==> config.mk <==
export PLATFORM = sky130hd
export DESIGN_NAME = ncl_mult3_sync_bridge
export DESIGN_NICKNAME = d
export VERILOG_FILES = /design/src/rtl/ncl_mult3_pkg.sv /design/src/rtl/ncl_sync_bit.sv /design/src/rtl/ncl_mult3_sync_bridge.sv
export SDC_FILE = /design/constraint.sdc
export NUM_CORES = 1
export LEC_CHECK = 0
export ABC_CLOCK_PERIOD_IN_PS = 2080
export BUFFER_PORTS_ARGS = -buffer_cell sky130_fd_sc_hd__buf_2
export CELL_PAD_IN_SITES_DETAIL_PLACEMENT = 1
export CELL_PAD_IN_SITES_GLOBAL_PLACEMENT = 2
export CORE_MARGIN = 3
export CORE_UTILIZATION = 30
export DETAILED_ROUTE_END_ITERATION = 16
export PLACE_DENSITY_LB_ADDON = 0.15
export REMOVE_ABC_BUFFERS = 1
export SLEW_MARGIN = 20
export SYNTH_ARGS = -nofsm -noshare
export SYNTH_HDL_FRONTEND = slang
export SYNTH_SLANG_ARGS = --single-unit
==> constraint.sdc <==
create_clock -name clk -period 2.08 [get_ports clk]
set_clock_uncertainty 0.2 [all_clocks]
set_input_delay 0.312 -clock clk [delete_from_list [all_inputs] [get_ports clk]]
set_output_delay 0.312 -clock clk [all_outputs]
set_load 0.01 [all_outputs]
==> src/rtl/ncl_mult3_pkg.sv <==
// Shared types and helpers for the clocked bridge to the NCL_MULT3 dual-rail multiplier.
// Each rail pair is {rail1, rail0}.
package ncl_mult3_pkg;

    localparam int OPND_W = 3;
    localparam int PROD_W = 6;
    localparam int TIMEOUT_CYC_DEFAULT = 64;

    localparam logic [1:0] RAIL_NULL    = 2'b00;
    localparam logic [1:0] RAIL_ZERO    = 2'b01;
    localparam logic [1:0] RAIL_ONE     = 2'b10;
    localparam logic [1:0] RAIL_ILLEGAL = 2'b11;

    typedef enum logic [2:0] {
        ST_IDLE       = 3'd0,
        ST_DRIVE_DATA = 3'd1,
        ST_WAIT_DATA  = 3'd2,
        ST_DRIVE_NULL = 3'd3,
        ST_WAIT_NULL  = 3'd4
    } state_e;

    // True when every pair of the product word carries a valid 0 or 1.
    function automatic logic word_is_data(input logic [PROD_W-1:0] r1, input logic [PROD_W-1:0] r0);
        logic ok;
        ok = 1'b1;
        for (int i = 0; i < PROD_W; i++) begin
            if (!({r1[i], r0[i]} == RAIL_ONE || {r1[i], r0[i]} == RAIL_ZERO)) ok = 1'b0;
        end
        return ok;
    endfunction

    function automatic logic word_is_null(input logic [PROD_W-1:0] r1, input logic [PROD_W-1:0] r0);
        logic ok;
        ok = 1'b1;
        for (int i = 0; i < PROD_W; i++) begin
            if ({r1[i], r0[i]} != RAIL_NULL) ok = 1'b0;
        end
        return ok;
    endfunction

    function automatic logic word_has_illegal(input logic [PROD_W-1:0] r1, input logic [PROD_W-1:0] r0);
        logic bad;
        bad = 1'b0;
        for (int i = 0; i < PROD_W; i++) begin
            if ({r1[i], r0[i]} == RAIL_ILLEGAL) bad = 1'b1;
        end
        return bad;
    endfunction

endpackage

==> src/rtl/ncl_sync_bit.sv <==
// Multi-flop synchronizer for one asynchronous bit; q_o is the oldest stage.
module ncl_sync_bit #(
    parameter int STAGES = 2
) (
    input  logic clk,
    input  logic rst,
    input  logic d_i,
    output logic q_o
);

    logic [STAGES-1:0] sync_q;
    logic [STAGES-1:0] sync_d;

    always_comb begin
        sync_d[0] = d_i;
        for (int i = 1; i < STAGES; i++) begin
            sync_d[i] = sync_q[i-1];
        end
    end

    always_ff @(posedge clk) begin
        if (rst) begin
            sync_q <= '0;
        end else begin
            sync_q <= sync_d;
        end
    end

    assign q_o = sync_q[STAGES-1];

endmodule

==> src/rtl/ncl_mult3_sync_bridge.sv <==
// Clocked valid/ready front end for the NCL_MULT3 dual-rail multiplier: runs the
// DATA/NULL four-phase cycle and buffers one binary product.
module ncl_mult3_sync_bridge
    import ncl_mult3_pkg::*;
#(
    parameter int TIMEOUT_CYC = TIMEOUT_CYC_DEFAULT,
    parameter int SYNC_STAGES = 2
) (
    input  logic              clk,
    input  logic              rst,
    input  logic [OPND_W-1:0] a_in,
    input  logic [OPND_W-1:0] b_in,
    input  logic              in_valid,
    output logic              in_ready,
    output logic [PROD_W-1:0] prod_out,
    output logic              out_valid,
    input  logic              out_ready,
    output logic [OPND_W-1:0] Ai_rail1,
    output logic [OPND_W-1:0] Ai_rail0,
    output logic [OPND_W-1:0] Bi_rail1,
    output logic [OPND_W-1:0] Bi_rail0,
    output logic              Ki,
    input  logic [PROD_W-1:0] Po_rail1,
    input  logic [PROD_W-1:0] Po_rail0,
    input  logic              Ko,
    output logic              err_illegal,
    output logic              err_timeout
);

    localparam int CNT_W = $clog2(TIMEOUT_CYC + 1);
    localparam logic [CNT_W-1:0] CNT_LIMIT = CNT_W'(TIMEOUT_CYC);

    state_e             state_q, state_d;
    logic [OPND_W-1:0]  ai1_q, ai1_d, ai0_q, ai0_d;
    logic [OPND_W-1:0]  bi1_q, bi1_d, bi0_q, bi0_d;
    logic               ki_q, ki_d;
    logic [PROD_W-1:0]  prod_q, prod_d;
    logic               out_valid_q, out_valid_d;
    logic               err_ill_q, err_ill_d;
    logic               err_to_q, err_to_d;
    logic [CNT_W-1:0]   cnt_q, cnt_d;
    logic [SYNC_STAGES-1:0] flush_q, flush_d;

    logic               ko_s;
    logic [PROD_W-1:0]  po1_s, po0_s;

    ncl_sync_bit #(.STAGES(SYNC_STAGES)) u_sync_ko (
        .clk (clk),
        .rst (rst),
        .d_i (Ko),
        .q_o (ko_s)
    );

    for (genvar i = 0; i < PROD_W; i++) begin : g_po_sync
        ncl_sync_bit #(.STAGES(SYNC_STAGES)) u_sync_r1 (
            .clk (clk),
            .rst (rst),
            .d_i (Po_rail1[i]),
            .q_o (po1_s[i])
        );
        ncl_sync_bit #(.STAGES(SYNC_STAGES)) u_sync_r0 (
            .clk (clk),
            .rst (rst),
            .d_i (Po_rail0[i]),
            .q_o (po0_s[i])
        );
    end

    logic data_done, null_done, illegal_seen, in_wait;
    logic capture, drain, stall, cnt_hit, flushed;

    assign data_done    = ko_s && word_is_data(po1_s, po0_s);
    assign null_done    = !ko_s && word_is_null(po1_s, po0_s);
    assign illegal_seen = word_has_illegal(po1_s, po0_s);
    assign in_wait      = (state_q == ST_WAIT_DATA) || (state_q == ST_WAIT_NULL);
    assign drain        = out_valid_q && out_ready;
    assign capture      = (state_q == ST_WAIT_DATA) && data_done && (!out_valid_q || out_ready);
    assign stall        = (state_q == ST_WAIT_DATA) && data_done && !capture;
    assign cnt_hit      = (cnt_q + CNT_W'(1)) == CNT_LIMIT;

    // The synchronizers read 0 straight out of reset, so a low Ko only means
    // something once real samples have reached the last stage.
    assign flushed  = flush_q[SYNC_STAGES-1];
    assign in_ready = (state_q == ST_IDLE) && !rst && flushed && !ko_s;

    always_comb begin
        state_d     = state_q;
        ai1_d       = ai1_q;
        ai0_d       = ai0_q;
        bi1_d       = bi1_q;
        bi0_d       = bi0_q;
        ki_d        = ki_q;
        prod_d      = prod_q;
        out_valid_d = out_valid_q;
        err_ill_d   = err_ill_q;
        err_to_d    = err_to_q;
        cnt_d       = cnt_q;
        flush_d     = (flush_q << 1) | SYNC_STAGES'(1);

        if (drain) out_valid_d = 1'b0;
        if (in_wait && illegal_seen) err_ill_d = 1'b1;

        case (state_q)
            ST_IDLE: begin
                if (in_valid && in_ready) begin
                    ai1_d   = a_in;
                    ai0_d   = ~a_in;
                    bi1_d   = b_in;
                    bi0_d   = ~b_in;
                    ki_d    = 1'b1;
                    state_d = ST_DRIVE_DATA;
                end
            end
            ST_DRIVE_DATA: begin
                cnt_d   = '0;
                state_d = ST_WAIT_DATA;
            end
            ST_WAIT_DATA: begin
                if (capture || (!stall && cnt_hit)) begin
                    ai1_d   = '0;
                    ai0_d   = '0;
                    bi1_d   = '0;
                    bi0_d   = '0;
                    ki_d    = 1'b0;
                    state_d = ST_DRIVE_NULL;
                end
                if (capture) begin
                    prod_d      = po1_s;
                    out_valid_d = 1'b1;
                end else if (!stall) begin
                    if (cnt_hit) err_to_d = 1'b1;
                    else         cnt_d    = cnt_q + CNT_W'(1);
                end
            end
            ST_DRIVE_NULL: begin
                cnt_d   = '0;
                state_d = ST_WAIT_NULL;
            end
            ST_WAIT_NULL: begin
                if (null_done) begin
                    state_d = ST_IDLE;
                end else if (cnt_hit) begin
                    err_to_d = 1'b1;
                    state_d  = ST_DRIVE_NULL;
                end else begin
                    cnt_d = cnt_q + CNT_W'(1);
                end
            end
            default: begin
                state_d = ST_IDLE;
            end
        endcase
    end

    always_ff @(posedge clk) begin
        if (rst) begin
            state_q     <= ST_IDLE;
            ai1_q       <= '0;
            ai0_q       <= '0;
            bi1_q       <= '0;
            bi0_q       <= '0;
            ki_q        <= 1'b0;
            prod_q      <= '0;
            out_valid_q <= 1'b0;
            err_ill_q   <= 1'b0;
            err_to_q    <= 1'b0;
            cnt_q       <= '0;
            flush_q     <= '0;
        end else begin
            state_q     <= state_d;
            ai1_q       <= ai1_d;
            ai0_q       <= ai0_d;
            bi1_q       <= bi1_d;
            bi0_q       <= bi0_d;
            ki_q        <= ki_d;
            prod_q      <= prod_d;
            out_valid_q <= out_valid_d;
            err_ill_q   <= err_ill_d;
            err_to_q    <= err_to_d;
            cnt_q       <= cnt_d;
            flush_q     <= flush_d;
        end
    end

    // Rails and Ki come straight from flops so the asynchronous side never sees a glitch.
    assign Ai_rail1    = ai1_q;
    assign Ai_rail0    = ai0_q;
    assign Bi_rail1    = bi1_q;
    assign Bi_rail0    = bi0_q;
    assign Ki          = ki_q;
    assign prod_out    = prod_q;
    assign out_valid   = out_valid_q;
    assign err_illegal = err_ill_q;
    assign err_timeout = err_to_q;

endmodule

==> results of run 1 <==
==> flip-flops by register name, indices dropped and copies added (netlist names) <==
| signal | cells |
|---|---|
| g_po_sync.u_sync_r0.sync_q | 12 |
| g_po_sync.u_sync_r1.sync_q | 12 |
| Ki | 1 |
| out_valid | 1 |
| Bi_rail0 | 3 |
| Ai_rail0 | 3 |
| Ai_rail1 | 3 |
| cnt_q | 7 |
| state_q | 3 |
| err_illegal | 1 |
| err_timeout | 1 |
| u_sync_ko.sync_q | 2 |
| flush_q | 2 |
| prod_out | 6 |
| Bi_rail1 | 3 |
==> Yosys cell counts (6+ instances only) <==
master / n / area, um^2
o32ai_1: 6 / 52.55
nor2b_1: 29 / 181.4
o21ai_0: 9 / 45.04
dfxtp_1: 60 / 1201
clkbuf_1: 7 / 26.28
inv_1: 21 / 78.83
ha_1: 13 / 162.7
nand2_1: 23 / 86.33
mux2i_1: 6 / 60.06
nor2_1: 20 / 75.07
==> path summary, 6_finish.rpt <==
kind | cells after the start | endpoint | slack, ps
worst max register to register | 8 | prod_out[2] | -50
worst min register to register | 1 | g_po_sync[2].u_sync_r1.sync_q[1] | 240
worst min-delay path | 3 | out_valid | 180
worst max-delay path | 8 | prod_out[2] | -50
==> worst reg2reg max path, stage by stage, from the launching register on <==
cell     delay [ps]
dfxtp_2         340
inv_2            50
ha_4            250
nand4_1         110
or4_4           550
nor2b_4         150
buf_12          130
mux2i_1         190
nor2_1           50
==> per-layer routing <==
metal / vias to the layer above / routed length [um]
met5: - / 0
met4: 0 / 87
li1: 1087 / -
met3: 8 / 264
met2: 44 / 2929
met1: 1011 / 3107
==> stage by stage <==
step | instances | TNS [ps] | worst slack, ps
2_1_floorplan | 247 | 0 | 28.17
3_3_place_gp | 425 | -1359 | -90.58
3_5_place_dp | 425 | -2059 | -140.2
4_1_cts | 465 | -508.0 | -55.85
5_1_grt | 468 | -2168 | -146.2
6_report | 468 | -365.6 | -49.77
==> cell type report <==
class	count	area, um^2
Tap cell	102	127.6
Inverter	22	82.58
Fill cell	935	4167
Timing Repair Buffer	103	740.7
Sequential cell	60	1220
Clock buffer	9	123.9
Clock inverter	7	82.58
Multi-Input combinational cell	165	1304
==> kinds of logic after synthesis <==
logic type	count (synthesis)	share of synthesized area
AND/OR/NAND/NOR	102	0.2212
AO/OA/AOI/OAI	40	0.1223
adder cells (fa/ha/maj)	13	0.06626
flip-flops	60	0.4893
buffers and inverters	33	0.06116
multiplexers	7	0.02905
XOR/XNOR	3	0.01071
==> power breakdown <==
| group | total, mW | leakage [nW] | internal, mW | switching (mW) |
|---|---|---|---|---|
| Combinational | 0.242 | 0.958 | 0.130 | 0.112 |
| Clock | 1.10 | 0.0988 | 0.574 | 0.528 |
| Sequential | 1.21 | 0.497 | 1.19 | 0.0215 |
==> what timing repair did <==
action | in CTS | in global routing
endpoints found under the hold margin | 25 | 0
pin swaps | 3 | 6
endpoints found under the setup margin | 28 | 28
hold buffers | 19 | 0
buffers inserted | 5 | 3
resized for setup | 34 | 28
==> summary.md, run 1 <==
| Metric | Value |
|---|---|
| Design area | 3681 um^2 |
| H-tree levels | 3 |
| Nets@finish | 397 |
| Average wire per standard cell | 13.65 um |
| Worst slew pin tran | 399.2 ps |
| Final Max Tran Viols | 0 |
| Total iterations of the first detailed-routing run | 4 |
| FMAX | 469.5 MHz |
| PwrDens | 694.1 nW/um^2 |
| Worst-skew pair later-pin latency | 340 ps |
| Status | finished with violations |
| Drt drc | 0 |
| GR Util met3 | 0.03873 |
| RSZ-0062 raised after global routing | true |
| Layout cell share with drive strength beyond 1 | 0.4208 |
| Hold Path Origin | out_ready |
| Final Hold Fails | 0 |
| Worst Setup SP | g_po_sync[1].u_sync_r0.sync_q[1] |
| Largest net degree at the start of global routing | 35 |
| Post-synthesis register bit count | 60 |
| Final hold slack | 178.4 ps |
| Max_cap viols | 0 |
| Seq/Total Area, Yosys | 0.4893 |
| Setup Viol. Count Final | 15 |
| Vias post-DR | 2150 |
| Period utilization | 1.024 |
| Routability cong. | 0.7918 |
| # diodes | 0 |
| M1 GR Usage | 0.1944 |
| Largest delay share family, worst path | simple AND/OR/NAND/NOR gates |
| 1st-iter DRT viols | 66 |
| Post-synth top flop | dfxtp_1 |
| Total gr overflow | 0 |
| Top Usage Layer GRT | met2 |
| Post-DRT Antenna Nets | 0 |
| Synth Area per Inst | 9.515 um^2 |
| FFs w/ async S/R, synth | 0 |
| Max VDD drop | 0.4100 mV |
| Post-synth EDFFs | 0 |
| Final Critical Period | 2130 ps |
| Final WL | 6.389 mm |
| Hold Crit Class | primary input to flop |
| Most frequent cells in the layout | 45 x dfxtp_1, 45 x buf_2, 35 x buf_4 |
| Yosys warning count | 0 |
| Core Util, Final | 0.4691 |
| Failing checks | negative setup slack |
| Vias/cell | 4.594 |
| Met2 Use GR | 0.2391 |
| Worst r2r src | g_po_sync[1].u_sync_r0.sync_q[1] |
| CP Max Fanout | 6 |
| Layout area overhead | 49.95% |
| CP required | 2090 ps |
| CTS Buffer Depth | 2 |
| Die area | 9305 um^2 |
| Worst Setup Start Kind | flop |
| Setup crit end kind | flop |
| Effective utilization at floorplan | 0.3128 |
| Clock root buffer | clkbuf_8 |
| CP Cell Sequence | inv_2, ha_4, nand4_1, or4_4, nor2b_4, buf_12, mux2i_1, nor2_1 |
| Slowest CP cell | or4_4 |
| Crit path buf inv count | 2 |
| First-pass GRT wire length | 10.69 mm |
| Critical path class | flop to flop |
| I/O Buffers | 45 |
| Initial antenna violation count | 0 |
| Vias in the first global route | 2269 |
| Final Worst Setup Slack | -49.77 ps |
| Syn Inst Count | 258 |
| Arrival time worst endpoint | 2140 ps |
| I/O Pins | 46 |
| Die Span Y | 96.46 um |
| CTS tree | built |
| Final Power | 2.555 mW |
| GRT Total Usage | 0.1494 |
| Crit-path max cell delay | 550 ps |
| Clock sink count | 60 |
| Clk slew on worst S/H paths | 70 ps |
| Netlist cell types | 46 |
| Relative max-transition margin | 0.7338 |
| Die span in x | 96.46 um |
| Leak Pwr | 1.553 nW |
| Mapped cell area | 2455 um^2 |
| Core area | 7848 um^2 |
| Dpl hpwl | 4.344 mm |
| Placed Area | 2985 um^2 |
| Core Rows | 32 |
| Total CTS buffers | 9 |
Power figures use the tool's default switching activity.
==> run 2, diff against run 1 <==
==> constraint.sdc (replaced) <==
create_clock -name clk -period 2.08 [get_ports clk]
set_clock_uncertainty 0.2 [all_clocks]
set_input_delay 0.104 -clock clk [delete_from_list [all_inputs] [get_ports clk]]
set_output_delay 0.104 -clock clk [all_outputs]
set_load 0.01 [all_outputs]
==> run 2 against run 1 <==
The run still ends with negative setup slack left. Core utilization down 1.9 points. Routed wire length is 3.4% lower. First-iteration DRC count grew 6.1%. Setup slack worse by 9.3 ps. Combinational power shrank 9.5%. Register-to-register slack is essentially flat. Hold slack worse by 25 ps. Cell count shrank 0.43%. Clock power decreased by 16%. Via count fell by 3.3%. Flip-flop and latch count unchanged. Cell area fell by 4.1%. Largest cell class is now registers. Largest power group unchanged. Highest routed layer unchanged.
==> summary.md, run 2 (same netlist as run 1, synthesis figures left out) <==
| Metric | Value |
|---|---|
| Critical path class | flop to flop |
| Worst r2r src | g_po_sync[1].u_sync_r0.sync_q[1] |
| Total gr overflow | 0 |
| Top flop regs | g_po_sync.u_sync_r0.sync_q: 12 flops, g_po_sync.u_sync_r1.sync_q: 12 flops, cnt_q: 7 flops |
| Most common cell after layout, fill and taps aside | dfxtp_1 |
| Vias in the first global route | 2214 |
| Highest routed layer | met4 |
| Die span in x | 96.46 um |
| Hold Crit Class | primary input to flop |
| Vias post-DR | 2080 |
| Effective utilization at floorplan | 0.3128 |
| Status | finished with violations |
| Failing checks | negative setup slack |
| I/O Pins | 46 |
| CP Max Fanout | 5 |
| First-pass GRT wire length | 10.44 mm |
| Largest net degree at the start of global routing | 37 |
| PwrDens | 665.1 nW/um^2 |
| Final WL | 6.169 mm |
| Wire length on met2 | 2.812 mm |
| Clock sink count | 60 |
| Drt drc | 0 |
| Final hold slack | 153.8 ps |
| GRT Total Usage | 0.1472 |
| Initial antenna violation count | 0 |
| FMAX | 467.5 MHz |
| Non-Filler Instances | 466 |
| Core area | 7848 um^2 |
| Setup Viol. Count Final | 14 |
| Arrival time worst endpoint | 2220 ps |
| Vias/cell | 4.464 |
| CTS Buffer Depth | 2 |
| R2R cell count | 8 |
| Dpl hpwl | 4.302 mm |
| Worst hold path depth | 6 |
| RSZ-0062 raised after global routing | true |
| H-tree levels | 3 |
| Worst-skew pair later-pin latency | 330 ps |
| Layout area overhead | 43.83% |
| Slowest CP cell | or4_4 |
| Nets@finish | 395 |
| Final Max Tran Viols | 0 |
| Leak Pwr | 1.510 nW |
| Max VDD drop | 0.4616 mV |
| Hold Path Origin | in_valid |
| Crit path buf inv count | 2 |
| Most frequent cells in the layout | 53 x dfxtp_1, 45 x buf_2, 29 x nor2b_1, 29 x buf_4 |
| CP required | 2160 ps |
| RR Endpoint | cnt_q[0] |
| Final Critical Period | 2139 ps |
| Die area | 9305 um^2 |
| Final Worst Setup Slack | -59.03 ps |
| Clock root buffer | clkbuf_8 |
| Cell total after placement | 424 |
| Total iterations of the first detailed-routing run | 4 |
| Layout cell share with drive strength beyond 1 | 0.3462 |
| Flop-to-flop setup slack | -60 ps |
| I/O Buffers | 45 |
| Max_cap viols | 0 |
| M1 WL | 2.999 mm |
| Post-DRT Antenna Nets | 0 |
| Setup crit end kind | flop |
| Relative max-transition margin | 0.7328 |
| Period utilization | 1.028 |
| Core Rows | 32 |
| 1st-iter DRT viols | 70 |
| Routability cong. | 0.7375 |
| Clk slew on worst S/H paths | 80 ps |
| Final Hold Fails | 0 |
| Die Span Y | 96.46 um |
| Final Power | 2.349 mW |
| Hold endpoint | Bi_rail1[1] |
| WL met3 | 274 um |
| Total Neg Setup Slack | -491.7 ps |
| Average wire per standard cell | 13.24 um |
| Worst slew pin tran | 397.1 ps |
| Crit-path max cell delay | 550 ps |
| # diodes | 0 |
| CTS tree | built |
| Worst Setup Start Kind | flop |
| Largest delay share family, worst path | simple AND/OR/NAND/NOR gates |
| Total CTS buffers | 9 |
| CP Cell Sequence | inv_2, ha_4, nand4_1, or4_4, buf_6, nor2_4, a21o_1, mux2_2 |
run 2: cell count changes in the layout (fill, tap and decap cells not counted), sizes merged:
cell and change:
clkbuf +2, inv -3, dlygate4sd3 +3, bufinv -1, clkinv +2, buf -5
run 2: what timing repair did:
item | in CTS | in global routing
setup buffers | 4 | 0
resized for setup | 23 | 9
hold buffers | 22 | 0
hold endpoints to repair | 32 | 0
endpoints found under the setup margin | 28 | 30
pin swaps | 1 | 1
run 2: through the flow:
stage                     setup slack, ps  cell area, um^2  utilization
after CTS                          -56.26             3487       0.4444
after floorplan                     28.17             2387            -
after global placement             -75.29             2978       0.3795
after detailed placement           -112.3             2978       0.3795
final                              -59.03             3531       0.4499
after global routing               -161.8             3531       0.4499
run 2: worst max path at each step:
stage	start	end	slack, ps	cells past startpoint
floorplan	g_po_sync[1].u_sync_r1.sync_q[1]	prod_out[0]	30	7
global placement	g_po_sync[3].u_sync_r0.sync_q[1]	prod_out[2]	-80	7
detailed placement	g_po_sync[1].u_sync_r0.sync_q[1]	prod_out[1]	-110	7
CTS	g_po_sync[5].u_sync_r0.sync_q[1]	Bi_rail0[2]	-60	9
global route	g_po_sync[3].u_sync_r0.sync_q[1]	prod_out[2]	-160	8
finish	g_po_sync[1].u_sync_r0.sync_q[1]	cnt_q[0]	-60	8
run 2: final cells by class:
cell class / instances / area, um^2
clock buffer: 11 / 131.4
tap: 102 / 127.6
timing repair buffer: 101 / 737.0
fill: 909 / 4317
sequential: 60 / 1210
clock inverter: 5 / 37.54
inverter: 22 / 82.58
multi-input combinational: 165 / 1205
run 2: routing by layer:
metal / up-vias / track usage
met5: - / 0
met4: 0 / 0.05491
met3: 10 / 0.04802
met2: 41 / 0.2362
met1: 951 / 0.1836
li1: 1078 / -
run 2: worst reg2reg max path: cells and delay by family (launching register included):
kind	cells	cell delay (ps)
and+or+nand+nor	3	840
muxes	1	140
AOI/OAI and AO/OA	1	130
DFF	1	340
buffers and inverters	2	190
adders and majority gates	1	250
run 2: where the power goes:
| part | switching, mW | internal [mW] |
|---|---|---|
| clock network | 0.483 | 0.437 |
| logic | 0.101 | 0.118 |
| registers | 0.0206 | 1.19 |
